==> src/rtl/io_uart_tx_pkg.sv <==
// Shared definitions for the io_uart_tx MMIO transmit UART.
//   - uart_tx_state_e : serialiser FSM states
//   - UART_*          : register byte offsets within the 0x100-byte window
//   - STATUS_*_BIT    : bit positions inside the STATUS register
//   - baud_sanitize   : maps a written divider of 0 to 1
package io_uart_tx_pkg;

  typedef enum logic [1:0] {
    IDLE  = 2'd0,
    START = 2'd1,
    DATA  = 2'd2,
    STOP  = 2'd3
  } uart_tx_state_e;

  localparam logic [7:0] UART_TXDATA   = 8'h00;
  localparam logic [7:0] UART_STATUS   = 8'h04;
  localparam logic [7:0] UART_BAUD_DIV = 8'h08;

  localparam int STATUS_BUSY_BIT     = 0;
  localparam int STATUS_FULL_BIT     = 1;
  localparam int STATUS_EMPTY_BIT    = 2;
  localparam int STATUS_OVERFLOW_BIT = 3;

  // A zero divider would make every bit zero clocks long; clamp it to 1.
  function automatic logic [15:0] baud_sanitize(input logic [15:0] div);
    return (div == 16'd0) ? 16'd1 : div;
  endfunction

endpackage

==> src/rtl/sync_fifo.sv <==
// Synchronous single-clock FIFO.
// Ports:
//   clk, rst_n    : clock, asynchronous active-low reset (pointers/count only)
//   push_i        : write push_data_i; caller guarantees !full_o || pop_i
//   push_data_i   : write data
//   pop_i         : advance read pointer; caller guarantees !empty_o
//   pop_data_o    : head-of-queue data (valid while !empty_o)
//   full_o/empty_o: occupancy flags
//   count_o       : number of stored entries (one extra bit so full != empty)
module sync_fifo #(
  parameter int DATA_WIDTH = 8,
  parameter int DEPTH      = 16
) (
  input  logic                     clk,
  input  logic                     rst_n,
  input  logic                     push_i,
  input  logic [DATA_WIDTH-1:0]    push_data_i,
  input  logic                     pop_i,
  output logic [DATA_WIDTH-1:0]    pop_data_o,
  output logic                     full_o,
  output logic                     empty_o,
  output logic [$clog2(DEPTH):0]   count_o
);

  localparam int AW = $clog2(DEPTH);

  logic [DATA_WIDTH-1:0] mem_q [DEPTH];
  logic [AW-1:0]         wr_ptr_q, wr_ptr_d;
  logic [AW-1:0]         rd_ptr_q, rd_ptr_d;
  logic [AW:0]           count_q, count_d;

  always_comb begin
    wr_ptr_d = wr_ptr_q;
    rd_ptr_d = rd_ptr_q;
    count_d  = count_q;
    if (push_i) wr_ptr_d = wr_ptr_q + AW'(1);
    if (pop_i)  rd_ptr_d = rd_ptr_q + AW'(1);
    case ({push_i, pop_i})
      2'b10:   count_d = count_q + (AW+1)'(1);
      2'b01:   count_d = count_q - (AW+1)'(1);
      default: count_d = count_q;
    endcase
  end

  always_ff @(posedge clk or negedge rst_n) begin
    if (!rst_n) begin
      wr_ptr_q <= '0;
      rd_ptr_q <= '0;
      count_q  <= '0;
    end else begin
      wr_ptr_q <= wr_ptr_d;
      rd_ptr_q <= rd_ptr_d;
      count_q  <= count_d;
    end
  end

  // Storage is not reset; entries are only read once written.
  always_ff @(posedge clk) begin
    if (push_i) mem_q[wr_ptr_q] <= push_data_i;
  end

  assign pop_data_o = mem_q[rd_ptr_q];
  assign full_o     = (count_q == (AW+1)'(DEPTH));
  assign empty_o    = (count_q == '0);
  assign count_o    = count_q;

endmodule

==> src/rtl/io_uart_tx.sv <==
// MMIO transmit-only UART (8N1) on the LSU I/O interface.
// Ports:
//   clk, rst_n      : core clock, asynchronous active-low reset
//   io_cs           : chip-select for this core's window
//   io_rd_en/wr_en  : read / write request (qualified by io_cs)
//   io_addr         : byte offset in window; [1:0] ignored
//   io_wr_data      : store data; io_wr_strobe : byte enables
//   io_rd_data      : registered read data, 0 when io_rd_valid=0
//   io_rd_valid     : high one cycle after an accepted read
//   uart_tx         : serial line, idle high
//   tx_irq          : level, FIFO empty and serialiser idle
// Registers: 0x00 TXDATA (W push), 0x04 STATUS {overflow,empty,full,busy},
//            0x08 BAUD_DIV [15:0] (clocks per bit).
module io_uart_tx
  import io_uart_tx_pkg::*;
#(
  parameter int FIFO_DEPTH       = 16,
  parameter int DEFAULT_BAUD_DIV = 434
) (
  input  logic        clk,
  input  logic        rst_n,
  input  logic        io_cs,
  input  logic        io_rd_en,
  input  logic        io_wr_en,
  input  logic [7:0]  io_addr,
  input  logic [31:0] io_wr_data,
  input  logic [3:0]  io_wr_strobe,
  output logic [31:0] io_rd_data,
  output logic        io_rd_valid,
  output logic        uart_tx,
  output logic        tx_irq
);

  localparam int          CNT_W    = $clog2(FIFO_DEPTH) + 1;
  localparam logic [15:0] BAUD_RST = 16'(DEFAULT_BAUD_DIV);

  logic [7:0]       reg_off;
  logic             wr_fire, rd_fire;
  logic             push_req, push, pop;
  logic             fifo_full, fifo_empty;
  logic [7:0]       fifo_rd_data;
  logic [CNT_W-1:0] fifo_count_unused;
  logic             ovf_clear;

  logic             overflow_q, overflow_d;
  logic [15:0]      baud_div_q, baud_div_d;
  logic             rd_valid_q, rd_valid_d;
  logic [31:0]      rd_data_q, rd_data_d;
  logic [3:0]       status;

  uart_tx_state_e   state_q;
  logic [15:0]      baud_cnt_q;
  logic [2:0]       bit_idx_q;
  logic [7:0]       shift_q;
  logic             tx_q;
  logic             busy, bit_end;
  logic             unused_ok;

  // Register decode
  assign reg_off   = {io_addr[7:2], 2'b00};
  assign wr_fire   = io_cs & io_wr_en;
  assign rd_fire   = io_cs & io_rd_en;
  assign push_req  = wr_fire && (reg_off == UART_TXDATA) && io_wr_strobe[0];
  assign ovf_clear = wr_fire && (reg_off == UART_STATUS) && io_wr_strobe[0]
                     && io_wr_data[STATUS_OVERFLOW_BIT];

  assign busy    = (state_q != IDLE);
  assign bit_end = (baud_cnt_q == 16'd0);

  // The FSM takes a byte when idle, or at the end of a stop bit so frames
  // run back to back. A push into a full FIFO still fits if a pop happens
  // in the same cycle.
  assign pop  = !fifo_empty && ((state_q == IDLE) || ((state_q == STOP) && bit_end));
  assign push = push_req && (!fifo_full || pop);

  sync_fifo #(
    .DATA_WIDTH (8),
    .DEPTH      (FIFO_DEPTH)
  ) u_fifo (
    .clk         (clk),
    .rst_n       (rst_n),
    .push_i      (push),
    .push_data_i (io_wr_data[7:0]),
    .pop_i       (pop),
    .pop_data_o  (fifo_rd_data),
    .full_o      (fifo_full),
    .empty_o     (fifo_empty),
    .count_o     (fifo_count_unused)
  );

  always_comb begin
    status                      = '0;
    status[STATUS_BUSY_BIT]     = busy;
    status[STATUS_FULL_BIT]     = fifo_full;
    status[STATUS_EMPTY_BIT]    = fifo_empty;
    status[STATUS_OVERFLOW_BIT] = overflow_q;
  end

  // Control registers; a dropped push in the same cycle as a clear wins.
  always_comb begin
    overflow_d = overflow_q;
    if (ovf_clear)           overflow_d = 1'b0;
    if (push_req && !push)   overflow_d = 1'b1;
    baud_div_d = baud_div_q;
    if (wr_fire && (reg_off == UART_BAUD_DIV) && (io_wr_strobe[1:0] == 2'b11))
      baud_div_d = baud_sanitize(io_wr_data[15:0]);
  end

  // Read response reflects register state at the request edge.
  always_comb begin
    rd_valid_d = rd_fire;
    rd_data_d  = '0;
    if (rd_fire) begin
      case (reg_off)
        UART_STATUS:   rd_data_d[3:0]  = status;
        UART_BAUD_DIV: rd_data_d[15:0] = baud_div_q;
        default:       rd_data_d       = '0;
      endcase
    end
  end

  always_ff @(posedge clk or negedge rst_n) begin
    if (!rst_n) begin
      overflow_q <= 1'b0;
      baud_div_q <= BAUD_RST;
      rd_valid_q <= 1'b0;
      rd_data_q  <= '0;
    end else begin
      overflow_q <= overflow_d;
      baud_div_q <= baud_div_d;
      rd_valid_q <= rd_valid_d;
      rd_data_q  <= rd_data_d;
    end
  end

  // Serialiser: every bit start reloads the counter from the current
  // divider, so divider writes only affect bits that start afterwards.
  always_ff @(posedge clk or negedge rst_n) begin
    if (!rst_n) begin
      state_q    <= IDLE;
      baud_cnt_q <= '0;
      bit_idx_q  <= '0;
      shift_q    <= '0;
      tx_q       <= 1'b1;
    end else begin
      case (state_q)
        IDLE: begin
          if (!fifo_empty) begin
            state_q    <= START;
            shift_q    <= fifo_rd_data;
            baud_cnt_q <= baud_div_q - 16'd1;
            tx_q       <= 1'b0;
          end
        end
        START: begin
          if (bit_end) begin
            state_q    <= DATA;
            bit_idx_q  <= '0;
            baud_cnt_q <= baud_div_q - 16'd1;
            tx_q       <= shift_q[0];
          end else begin
            baud_cnt_q <= baud_cnt_q - 16'd1;
          end
        end
        DATA: begin
          if (bit_end) begin
            baud_cnt_q <= baud_div_q - 16'd1;
            if (bit_idx_q == 3'd7) begin
              state_q <= STOP;
              tx_q    <= 1'b1;
            end else begin
              bit_idx_q <= bit_idx_q + 3'd1;
              shift_q   <= {1'b0, shift_q[7:1]};
              tx_q      <= shift_q[1];
            end
          end else begin
            baud_cnt_q <= baud_cnt_q - 16'd1;
          end
        end
        STOP: begin
          if (bit_end) begin
            if (!fifo_empty) begin
              state_q    <= START;
              shift_q    <= fifo_rd_data;
              baud_cnt_q <= baud_div_q - 16'd1;
              tx_q       <= 1'b0;
            end else begin
              state_q <= IDLE;
              tx_q    <= 1'b1;
            end
          end else begin
            baud_cnt_q <= baud_cnt_q - 16'd1;
          end
        end
        default: begin
          state_q <= IDLE;
          tx_q    <= 1'b1;
        end
      endcase
    end
  end

  assign uart_tx     = tx_q;
  assign tx_irq      = fifo_empty && !busy;
  assign io_rd_data  = rd_data_q;
  assign io_rd_valid = rd_valid_q;

  assign unused_ok = ^{io_addr[1:0], io_wr_data[31:16], io_wr_strobe[3:2], fifo_count_unused};

endmodule

==> config.mk <==
export PLATFORM = sky130hd
export DESIGN_NAME = io_uart_tx
export DESIGN_NICKNAME = d
export VERILOG_FILES = /design/src/rtl/io_uart_tx_pkg.sv /design/src/rtl/sync_fifo.sv /design/src/rtl/io_uart_tx.sv
export SDC_FILE = /design/constraint.sdc
export NUM_CORES = 1
export LEC_CHECK = 0
export BUFFER_PORTS_ARGS = -buffer_cell sky130_fd_sc_hd__clkbuf_2
export CORE_UTILIZATION = 54
export DETAILED_ROUTE_END_ITERATION = 6
export GPL_TIMING_DRIVEN = 0
export HOLD_SLACK_MARGIN = 0.05
export PLACE_DENSITY = 0.8
export SETUP_SLACK_MARGIN = 0.2
export SLEW_MARGIN = 20
export SYNTH_ARGS = -nofsm -noshare
export SYNTH_HDL_FRONTEND = slang
export SYNTH_HIERARCHICAL = 1
export SYNTH_SLANG_ARGS = --single-unit
==> constraint.sdc <==
create_clock -name clk -period 3.8 [get_ports clk]
set_input_delay 0.57 -clock clk [delete_from_list [all_inputs] [get_ports clk]]
set_output_delay 0.57 -clock clk [all_outputs]
set_load 0.01 [all_outputs]
==> results.tsv <==
stage	metric	value	unit
cells_and_area	final_common_cell	edfxtp_1	
sta	rsz0062_at_grt	no	
logic_synthesis	async_flop_share	37.6	%
floorplan	die_h	135	µm
critical_path	critPathRequiredTime	4.23	ns
clock_tree	clkLatencyLatePin	0.52	ns
drt	vias	6156	
global_routing	gr-usage-all-layers	24.3	%
worst_hold_path	hp-class	input pin to async pin	
cells_and_area	final_area	10900	µm²
critical_path	crit_buf_inv	4	
global_routing	grt_pass1_vias	6093	
logic_synthesis	synth_seq_cells	205	
logic_synthesis	synth_cell_types	77	
critical_path	path_cells	nor4_4, and4_1, buf_6, a21oi_1, o21ai_1, nor2b_4, buf_8, inv_1, ha_1, buf_4, xor2_1, ha_2, nor4_2, mux2i_1, o221ai_1, xor2_1	
critical_path	cpPeakStageDelay	0.47	ns
clock_tree	cts-buffers-inserted	22	
sta	min_period_over_period	91.0	%
clock_tree	clk_pin_slew	0.06	ns
logic_synthesis	synth_warnings	6	
drt	totalWireLength	21500	µm
global_routing	grt_pass1_wl	33400	µm
status	outcome	completed	
drt	via_per_inst	6.13	
clock_tree	htreeDepth	1	
sta	fmax	289	MHz
global_routing	grt_start_max_net_pins	49	
critical_path	critical_path_peak_fanout	8	
placement	placed_cell_area	10100	µm²
sta	worstMarginPinSlew	0.926	ns
cells_and_area	layout-drive-gt1-share	25.1	%
critical_path	start_kind	flop	
logic_synthesis	yosysSeqAreaShare	60.8	%
floorplan	start_util	55.1	%
critical_path	crit_cells	16	
critical_path	criticalPathCategory	flop to flop	
job	drv_cap	0	
cells_and_area	layout.nets	832	
critical_path	worst_path_max_delay_cell	dfrtp_2	
critical_path	worstSetupEndpointType	flop	
clock_tree	clock_path_buffers	3	
logic_synthesis	synth_area_per_cell	14.2	µm²
global_routing	grt-ovfl-total	0	
power_and_ir_drop	vdd.ir_drop.worst	495	µV
critical_path	reg2regPathDepth	16	
placement	portBuffers	47	
floorplan	core.rowCount	48	
logic_synthesis	synth-edff-count	128	
critical_path	crit_arrival	3.89	ns
floorplan	die_area	18100	µm²
sta	maxSlewHeadroom	38.1	%
critical_path	crit_top_cell	xor2_1	
drt	antenna_left	0	
logic_synthesis	yosys_most_used_dff	edfxtp_1	
sta	finalMaxSlewViolations	0	
logic_synthesis	syn_area	9510	µm²
power_and_ir_drop	leakage	0.00429	µW
drt	drt_iter0_markers	562	
sta	hold_violations	0	
floorplan	core_area	17200	µm²
placement	gp_congestion	0.881	
logic_synthesis	synth_cells	668	
cells_and_area	diodes	0	
drt	post-route-drc-count	0	
sta	setup_viol	0	
placement	dpl.hpwl	14400	µm
global_routing	antenna_found_initial	0	
cells_and_area	finalNonFillerCells	1005	
cells_and_area	nFillCells	1212	
floorplan	die_x	135	µm
clock_tree	clock_sinks	205	
drt	wl_per_cell	21.4	µm
floorplan	top_level_ports	84	
clock_tree	cts_root_buf	clkbuf_16	
sta	finalCriticalPeriod	3.46	ns
cells_and_area	mostFrequentLayoutCells	128 x edfxtp_1, 70 x dfrtp_1, 52 x nor2_1	
sta	skew	0.0235	ns
drt	drtPass1Iterations	5	
clock_tree	cts_tree	built	
placement	dp_cells	956	
cells_and_area	syn2layout_area_growth	15.2	%
power_and_ir_drop	p_per_area	707	nW/µm²
critical_path	critPathTopFamily	simple AND/OR/NAND/NOR gates	
==> state kept, by name (all words and copies together) (netlist names) <==
name             cells
u_fifo/mem_q       128
baud_cnt_q          16
baud_div_q          16
io_rd_data          16
shift_q              8
u_fifo/count_o       5
u_fifo/rd_ptr_q      4
u_fifo/wr_ptr_q      4
bit_idx_q            3
state_q              2
io_rd_valid          1
overflow_q           1
uart_tx              1
==> routing by layer <==
layer  track usage [%]  wire length [µm]  vias up
met5                 0                 0        -
met4              8.86               735        0
met3              3.68              1170       62
met2              41.9             11000      268
met1              31.4              8590     3099
li1                  -                 -     2727
==> synth_stat cells (3+ instances only) <==
cell type,number,area share [%]
edfxtp_1,128,40
dfrtp_1,71,19
nor2_1,54,2.1
nand2_1,45,1.8
a22oi_1,23,1.8
mux4_2,20,4.7
ha_1,19,2.5
mux2_2,19,2.3
inv_1,18,0.71
a21oi_1,17,0.90
buf_4,17,1.3
nor3_1,17,0.90
xnor2_1,16,1.5
and3_1,15,0.99
clkbuf_1,15,0.59
o21ai_0,15,0.79
mux4_1,12,3.3
xor2_1,11,1.0
mux2i_1,9,0.95
dfstp_2,6,1.7
nand2b_1,6,0.39
nand3_1,6,0.32
nand4_1,6,0.39
nor4_1,6,0.39
o221ai_1,6,0.55
buf_6,5,0.59
nor3b_1,5,0.39
o22ai_1,5,0.33
nor2b_1,4,0.26
a211oi_1,3,0.24
a22o_1,3,0.28
a41oi_2,3,0.51
buf_2,3,0.16
clkdlybuf4s25_2,3,0.32
nor4_4,3,0.67
o21ai_1,3,0.16
or4_1,3,0.24
==> report_power, final <==
part | switching [µW] | internal (µW) | total, µW
Combinational | 1660 | 1290 | 2950
Sequential | 186 | 2570 | 2750
Clock | 852 | 1190 | 2040
==> final timing paths <==
| check | start | to | slack [ns] |
|---|---|---|---|
| worst max-delay path | baud_cnt_q[8] | u_fifo/count_o[4] | 0.34 |
| max in group asynchronous | rst_n | baud_div_q[1] | 3.09 |
| worst min-delay path | rst_n | u_fifo/count_o[2] | 0.04 |
| min in group clk | io_wr_data[11] | baud_div_q[11] | 0.32 |
| worst max register to register | baud_cnt_q[8] | u_fifo/count_o[4] | 0.34 |
| worst min register to register | overflow_q | overflow_q | 0.51 |
==> layout make-up <==
cell class | instances | area (µm²) | area share (%)
flip-flops and latches | 205 | 5780 | 52.8
multi-input cells | 414 | 3430 | 31.3
clock buffers | 30 | 601 | 5.49
plain buffers | 46 | 354 | 3.23
repair buffers | 57 | 333 | 3.04
well taps | 225 | 282 | 2.57
clock inverters | 10 | 101 | 0.926
inverters | 18 | 67.6 | 0.617
==> per-stage QoR <==
step | setup TNS (ns) | setup slack [ns] | total power, µW | util, % | hold WS, ns
after floorplan | 0 | 0.226 | 4870 | - | 0.274
after global placement | -0.109 | -0.109 | 5420 | 58.5 | 0.469
after detailed placement | -0.536 | -0.267 | 5560 | 58.7 | 0.473
after CTS | 0 | 0.208 | 7700 | 63.1 | 0.0520
after global routing | 0 | 0.182 | 8130 | 63.5 | 0.0722
final | 0 | 0.343 | 7740 | 63.5 | 0.0374
==> cell families (layout without fill, tap and decap cells) <==
kind of cell             count (synthesis)  count (layout)  synth area share, %
flip-flops                             205             205                 60.8
AND/OR/NAND/NOR                        190             190                 10.8
AO/OA/AOI/OAI                          102             102                 7.98
buffers and inverters                   64             161                 4.12
multiplexers                            60              60                 11.3
XOR/XNOR                                27              27                 2.49
adder cells (fa/ha/maj)                 19              19                 2.50
other                                    1              16               0.0395
==> timing repair <==
| action | CTS | global route |
|---|---|---|
| endpoints found under the hold margin | 0 | 0 |
| hold buffers | 0 | 0 |
| gates cloned | 0 | 0 |
| pin swaps | 4 | 4 |
| setup endpoints to repair | 20 | 2 |
| setup buffers | 4 | 5 |
| gates resized for setup | 11 | 13 |
Note: power is estimated with default switching activity, not from simulation.
